File: src/rtl/matrix_mover.sv
// Sequential transfer engine: loads eight 32-bit memory words into a 256-bit
// matrix register, or stores a captured 256-bit matrix back as eight words.
module matrix_mover #(
    parameter int ADDR_W = 8
) (
    input  logic              clk,
    input  logic              rst,
    input  logic              start_i,
    input  logic              dir_i,
    input  logic [ADDR_W-1:0] base_addr_i,
    input  logic [255:0]      matrix_in_i,
    output logic [255:0]      matrix_out_o,
    output logic              busy_o,
    output logic              done_o,
    output logic              mem_req_o,
    output logic              mem_we_o,
    output logic [ADDR_W-1:0] mem_addr_o,
    output logic [31:0]       mem_wdata_o,
    input  logic [31:0]       mem_rdata_i,
    input  logic              mem_ack_i
);

    typedef enum logic [1:0] {
        S_IDLE,
        S_REQ,
        S_DONE
    } state_e;

    state_e              state_q, state_d;
    logic [2:0]          row_q, row_d;
    logic                dir_q, dir_d;
    logic [ADDR_W-1:0]   base_q, base_d;
    logic [255:0]        shadow_q, shadow_d;
    logic [255:0]        matrix_out_q, matrix_out_d;

    logic                last_row;
    logic                xfer;
    logic [7:0]          row_lsb;

    assign last_row = (row_q == 3'd7);
    assign xfer     = (state_q == S_REQ) && mem_ack_i;
    assign row_lsb  = {row_q, 5'b0};

    // NOTE: sequential state uses non-blocking (<=) so every register samples pre-edge values.
    always_ff @(posedge clk) begin
        if (rst) begin
            state_q <= S_IDLE;
        end else begin
            state_q <= state_d;
        end
    end

    // NOTE: every always_comb output gets a default first, so no path can infer a latch.
    always_comb begin
        state_d = state_q;
        unique case (state_q)
            S_IDLE:  if (start_i) state_d = S_REQ;
            S_REQ:   if (mem_ack_i && last_row) state_d = S_DONE;
            S_DONE:  state_d = S_IDLE;
            default: state_d = S_IDLE;
        endcase
    end

    always_comb begin
        busy_o      = 1'b0;
        done_o      = 1'b0;
        mem_req_o   = 1'b0;
        mem_we_o    = 1'b0;
        mem_addr_o  = '0;
        mem_wdata_o = '0;
        unique case (state_q)
            S_REQ: begin
                busy_o      = 1'b1;
                mem_req_o   = 1'b1;
                mem_we_o    = dir_q;
                mem_addr_o  = base_q + ADDR_W'(row_q);
                mem_wdata_o = dir_q ? shadow_q[row_lsb +: 32] : 32'd0;
            end
            S_DONE: begin
                busy_o = 1'b1;
                done_o = 1'b1;
            end
            default: ;
        endcase
    end

    // Loads assemble in the shadow; matrix_out only takes the finished matrix.
    always_comb begin
        row_d        = row_q;
        dir_d        = dir_q;
        base_d       = base_q;
        shadow_d     = shadow_q;
        matrix_out_d = matrix_out_q;
        if (state_q == S_IDLE && start_i) begin
            dir_d  = dir_i;
            base_d = base_addr_i;
            row_d  = '0;
            if (dir_i) shadow_d = matrix_in_i;
        end
        if (xfer) begin
            if (!dir_q) shadow_d[row_lsb +: 32] = mem_rdata_i;
            if (last_row) begin
                if (!dir_q) matrix_out_d = shadow_d;
            end else begin
                row_d = row_q + 3'd1;
            end
        end
    end

    always_ff @(posedge clk) begin
        if (rst) begin
            row_q        <= '0;
            matrix_out_q <= '0;
        end else begin
            row_q        <= row_d;
            matrix_out_q <= matrix_out_d;
        end
    end

    // NOTE: command registers carry no reset; every start reloads them before use.
    always_ff @(posedge clk) begin
        dir_q    <= dir_d;
        base_q   <= base_d;
        shadow_q <= shadow_d;
    end

    assign matrix_out_o = matrix_out_q;

endmodule

File: config.mk
export PLATFORM = sky130hd
export DESIGN_NAME = matrix_mover
export DESIGN_NICKNAME = d
export VERILOG_FILES = /design/src/rtl/matrix_mover.sv
export SDC_FILE = /design/constraint.sdc
export NUM_CORES = 1
export LEC_CHECK = 0
export CORE_UTILIZATION = 46
export CTS_CLUSTER_DIAMETER = 60
export CTS_CLUSTER_SIZE = 12
export DETAILED_ROUTE_END_ITERATION = 8
export GPL_TIMING_DRIVEN = 0
export PLACE_DENSITY = 0.76
export SLEW_MARGIN = 20
export SYNTH_ARGS = -nofsm -noshare
export SYNTH_HDL_FRONTEND = slang
export SYNTH_SLANG_ARGS = --single-unit
File: constraint.sdc
create_clock -name clk -period 2.9 [get_ports clk]
set_input_delay 0.435 -clock clk [delete_from_list [all_inputs] [get_ports clk]]
set_output_delay 0.435 -clock clk [all_outputs]
set_load 0.02 [all_outputs]
### After elaboration in Yosys (flattened, before gate mapping)

Index checks and enable logic that the tools add are counted.

* bits in registers: 526
* bits of input ports: 301
* logic and storage cells: 43
* output and inout bits: 300

* eq/ne operators: 5
* shift operators: 3
* $add $sub $neg: 3
* reductions and logical operators: 7
* bitwise gates (word level): 1
* muxes and demuxes: 18

Operator list (count)
* 256-bit 2-to-1 mux: 4
* 256-bit bitwise mux: 1
* 32-bit by 10-bit variable shift with 256-bit output (first input constant): 1
* 256-bit by 9-bit variable part select with 32-bit output: 1
* 32-bit by 10-bit variable part select with 256-bit output: 1
* 32-bit 2-to-1 mux: 2
* 8-bit negator with 10-bit output: 1
* 3-bit 2-to-1 mux: 3
* 8-bit by 3-bit adder with 8-bit output: 1
* 8-bit 2-to-1 mux: 1
* 1-bit 2-to-1 mux: 4
* 2-bit 2-to-1 mux: 2
* 2-bit case mux with 2 select lines: 1
* 3-bit by 1-bit adder with 3-bit output (second input constant): 1
* 3-bit equality test (second input constant): 1
* 1-bit logical AND: 3
* 3-bit AND reduction: 1
* 2-bit by 1-bit equality test with 1-bit output (second input constant): 1
* 2-bit equality test (second input constant): 1
* 2-bit logical NOT: 1
* 2-bit by 1-bit inequality test with 1-bit output (second input constant): 1
* 2-bit inequality test (second input constant): 1
* 2-bit AND reduction: 1
* 2-bit OR reduction: 1
* 1-bit inverter: 1

### Logic depth before layout (Yosys ltp)

* depth in word-level cells: 6
* mapped depth: 14

### Least setup slack after synthesis

No wires, ideal clock.

* path kind: reg2reg
* start point: register row_q[0]
* end point: register shadow_q[79]
* data arrival time: 2910 ps
* setup slack: -131 ps
* period minus slack after synthesis: 3031 ps
* required time: 2779 ps
* stages on the path, launching flop included: 13
* library setup time: 121 ps
* cell sequence: dfxtp_1 > buf_2 > buf_4 > buf_2 > inv_1 > ha_1 > ha_1 > buf_2 > and3b_1 > and3_1 > clkbuf_1 > buf_2 > mux2_2

* cells in the longest elaborated chain, start to end: 5

Ends and longest elaborated chain
* start: declaration: line 30 `logic [2:0] row_q, row_d;`
* start signal: assignment: line 115 `row_q <= row_d;`
* 8-bit negator with 10-bit output (*): line 101 `if (!dir_q) shadow_d[row_lsb +: 32] = mem_rdata_i;`
* 32-bit by 10-bit variable part select with 256-bit output or 32-bit by 10-bit variable shift with 256-bit output (tied branches): line 101
* 256-bit bitwise mux (*): line 101
* 256-bit 2-to-1 mux (*): line 101
* 256-bit 2-to-1 mux (*): line 100 `if (xfer) begin`
* named net shadow_d[79]: line 33 `logic [255:0] shadow_q, shadow_d;`
* end signal: assignment: line 124 `shadow_q <= shadow_d;`
* end: declaration: line 33

The timed path passes the listed nets; every way through them passes the cells marked *.
A chain may end at the register's enable or synchronous reset.

### Worst setup path after layout

* start point: register row_q[0]
* end point: register matrix_out_q[161] (netlist: matrix_out_o[161])

* cells in the longest elaborated chain, start to end: 4

Ends and longest elaborated chain
* 8-bit negator with 10-bit output: line 101
* 32-bit by 10-bit variable part select with 256-bit output or 32-bit by 10-bit variable shift with 256-bit output (tied branches): line 101
* 256-bit bitwise mux: line 101
* 256-bit 2-to-1 mux: line 101
* end signal: assignment: line 116 `matrix_out_q <= matrix_out_d;`
* end: declaration: line 34 `logic [255:0] matrix_out_q, matrix_out_d;`

Several ways; a longest one is shown, not always the timed one.

==> results.sh <==
export IMPL_outcome="complete, but fails checks"
export IMPL_violations="setup timing"
export IMPL_vias=26120
export IMPL_yosysWarnings=0
export IMPL_yosysUniqueCellTypes=44
export IMPL_worst_hold_slack_ns=0.368
export IMPL_power_density_nw_per_um2=574
export IMPL_placementRows=86
export IMPL_yosysTopAreaCell="dfxtp_1"
export IMPL_ir_drop_v=0.000460
export IMPL_drt_wl_total_mm=119
export IMPL_grt_pass1_wl_mm=166
export IMPL_fin_nets=3851
export IMPL_cts_sinks=526
export IMPL_start_util_pct=46.6
export IMPL_fillerInstances=4776
export IMPL_tns_ns=-0.00600
export IMPL_min_period_over_period_pct=100
export IMPL_postRouteAntennaNets=0
export IMPL_post_drt_wl_per_cell_um=27.7
export IMPL_syn_area_per_cell_um2=8.96
export IMPL_die_area_um2=56700
export IMPL_dr_pass1_iters=7
export IMPL_synth_ff_type="dfxtp_1"
export IMPL_leakagePower_nw=13.5
export IMPL_final_max_slew_viol_count=0
export IMPL_track_usage_pct=40.3
export IMPL_die_y_um=238
export IMPL_startpoint="row_q[0]"
export IMPL_clk_pin_slew_worst_paths_ns=0.07
export IMPL_total_power_mw=20.2
export IMPL_crit_path_start_kind="register"
export IMPL_rsz0062_at_grt="true"
export IMPL_antenna_found_initial=29
export IMPL_port_buffer_count=599
export IMPL_endpoint="matrix_out_o[161]"
export IMPL_hold_violations=0
export IMPL_root_buffer="clkbuf_16"
export IMPL_skew_ns=0.0338
export IMPL_drive_gt1_share_pct=17.6
export IMPL_yosys_area_top_type_share_pct=40.3
export IMPL_seq_area_frac_synth_pct=41.4
export IMPL_worstReg2RegEnd="matrix_out_o[161]"
export IMPL_required_ns=3.43
export IMPL_period_needed_ns=2.91
export IMPL_async_flop_share_pct=0
export IMPL_hp_class="input pin to register"
export IMPL_areaGrowthSynthToFinish_pct=37.1
export IMPL_gp_congestion=0.980
export IMPL_synth_area_top_cells="dfxtp_1 (40%), mux2i_1 (7.5%), mux2_2 (6.9%)"
export IMPL_cts_buffers=52
export IMPL_fmax_ghz=0.344
export IMPL_ys_ff_latch=526
export IMPL_reg2reg_slack_ns=-0.005
export IMPL_post_route_util_pct=63.9
export IMPL_critPathArrivalTime_ns=3.44
export IMPL_cts_tree="done"
export IMPL_cp_max_fo=10
export IMPL_syn_instance_count=2863
export IMPL_drt_iter0_drc=2846
export IMPL_grt_max_degree=14
export IMPL_hpwl_mm=96.3
export IMPL_syn_nets=3180
export IMPL_fp_dieW_um=238
export IMPL_reg2reg_from="row_q[0]"
export IMPL_routed_via_density=6.06
export IMPL_drc=0
export IMPL_grt_pass1_vias=24678
export IMPL_setup_viol=2
export IMPL_relSlewSlack_pct=19.2
export IMPL_io_pins=601
export IMPL_reg2reg_depth=13
export IMPL_synth_area_um2=25700
export IMPL_core_area_um2=55100
export IMPL_gr_total_overflow=0
export IMPL_worst_slack_ns=-0.00549
export IMPL_path_class="register to register"
export IMPL_dp_slack_ns=-1.09
export IMPL_maxCapViolCount=0
export IMPL_endpoint_kind="register"
export IMPL_clk_latency_ns=0.62
export IMPL_htreeDepth=2
export IMPL_worst_slew_pin_transition_ns=1.21
export IMPL_clock_path_buffers=3
export IMPL_synth_edf_count=9
-- critical path, stage by stage, from the launching register on --
cell and delay (ns):
dfxtp_4 0.45, buf_12 0.16, buf_12 0.16, buf_8 0.15
inv_1 0.11, ha_4 0.18, ha_1 0.27, buf_4 0.25
buf_2 0.20, nand4b_1 0.30, buf_4 0.23, nor2_1 0.11
a22oi_1 0.08, a21oi_1 0.17
-- logic make-up (layout without fill, tap and decap cells) --
kind of cell	count (synthesis)	count (layout)	synth area share (%)
AO/OA/AOI/OAI	622	622	14.4
XOR/XNOR	5	5	0.171
adder cells (fa/ha/maj)	16	16	0.809
buffers and inverters	286	969	4.75
flip-flops	526	526	41.4
multiplexers	418	418	20.2
other	0	18	0
AND/OR/NAND/NOR	990	990	18.2
-- per-stage QoR --
stage          instance area (um^2)  instances
2_1_floorplan                 25700       2863
3_3_place_gp                  32600       4210
3_5_place_dp                  32600       4210
4_1_cts                       34600       4279
5_1_grt                       35200       4309
6_report                      35200       4312
-- synthesized netlist by cell type (all sizes together) (33+ instances only) --
cell    instances
and3           38
mux2          161
nand2b         98
a31oi         160
mux4           64
nand3         133
o21ai          35
nand4b         34
buf           120
mux2i         193
nand2         296
nor4           33
nor2          297
a21oi         296
or3            35
clkbuf        158
a211oi         34
dfxtp         517
-- per-layer routing --
metal	share of wire [%]	track usage (%)	up-vias
met3	13	11.3	290
met2	45	64.1	1635
met4	4.5	17.6	10
met1	38	50.9	12537
met5	0.064	0	-
li1	-	-	11648
-- where the power goes --
group / total (mW) / switching, mW / internal [mW] / leakage [nW]
Clock: 6.51 / 2.99 / 3.52 / 0.724
Sequential: 9.51 / 1.22 / 8.29 / 4.35
Combinational: 4.17 / 1.99 / 2.18 / 8.46
Total: 20.2 / 6.21 / 14.0 / 13.5
-- worst min path at each step --
stage | from | end | slack (ns) | cells after the start
after CTS | base_addr_i[5] | base_q[5] | 0.36 | 1
after global routing | base_addr_i[5] | base_q[5] | 0.36 | 1
final | base_addr_i[4] | base_q[4] | 0.37 | 1
after detailed placement | matrix_out_o[46] | matrix_out_o[46] | 0.45 | 2
after global placement | matrix_out_o[56] | matrix_out_o[56] | 0.44 | 2
after floorplan | state_q[0] | state_q[0] | 0.49 | 2
-- placed cells by master, fill, tap and decap left out, types with 85 or more instances in the layout --
master / netlist / final
a21oi_1: 294 / 283
a31oi_1: 160 / 159
clkbuf_1: 158 / 87
clkdlybuf4s50_1: 0 / 560
dfxtp_1: 517 / 514
mux2_2: 157 / 157
mux2i_1: 193 / 193
nand2_1: 296 / 294
nand2b_1: 98 / 85
nand3_1: 130 / 130
nor2_1: 297 / 248
-- state kept, by name, indices dropped and copies added, names as in the netlist --
| name | count |
|---|---|
| matrix_out_o | 256 |
| dir_q | 1 |
| state_q | 2 |
| shadow_q | 256 |
| row_q | 3 |
| base_q | 8 |
-- final cells by class --
| type | count | area [um^2] | area share, % |
|---|---|---|---|
| Clock inverter | 7 | 111 | 0.317 |
| Timing Repair Buffer | 627 | 6120 | 17.4 |
| Tap cell | 748 | 936 | 2.66 |
| Clock buffer | 59 | 1380 | 3.92 |
| Buffer | 268 | 1550 | 4.40 |
| Sequential cell | 526 | 10600 | 30.2 |
| Inverter | 8 | 31.3 | 0.0889 |
| Antenna cell | 18 | 45.0 | 0.128 |
| Multi-Input combinational cell | 2051 | 14400 | 40.9 |
-- repair_timing --
| action | in CTS | in global routing |
|---|---|---|
| endpoints found under the setup margin | 554 | 463 |
| hold buffers | 0 | 0 |
| setup buffers | 12 | 16 |
| pin swaps | 4 | 14 |
| gates resized for setup | 259 | 239 |
(Power assumes the default switching activity.)
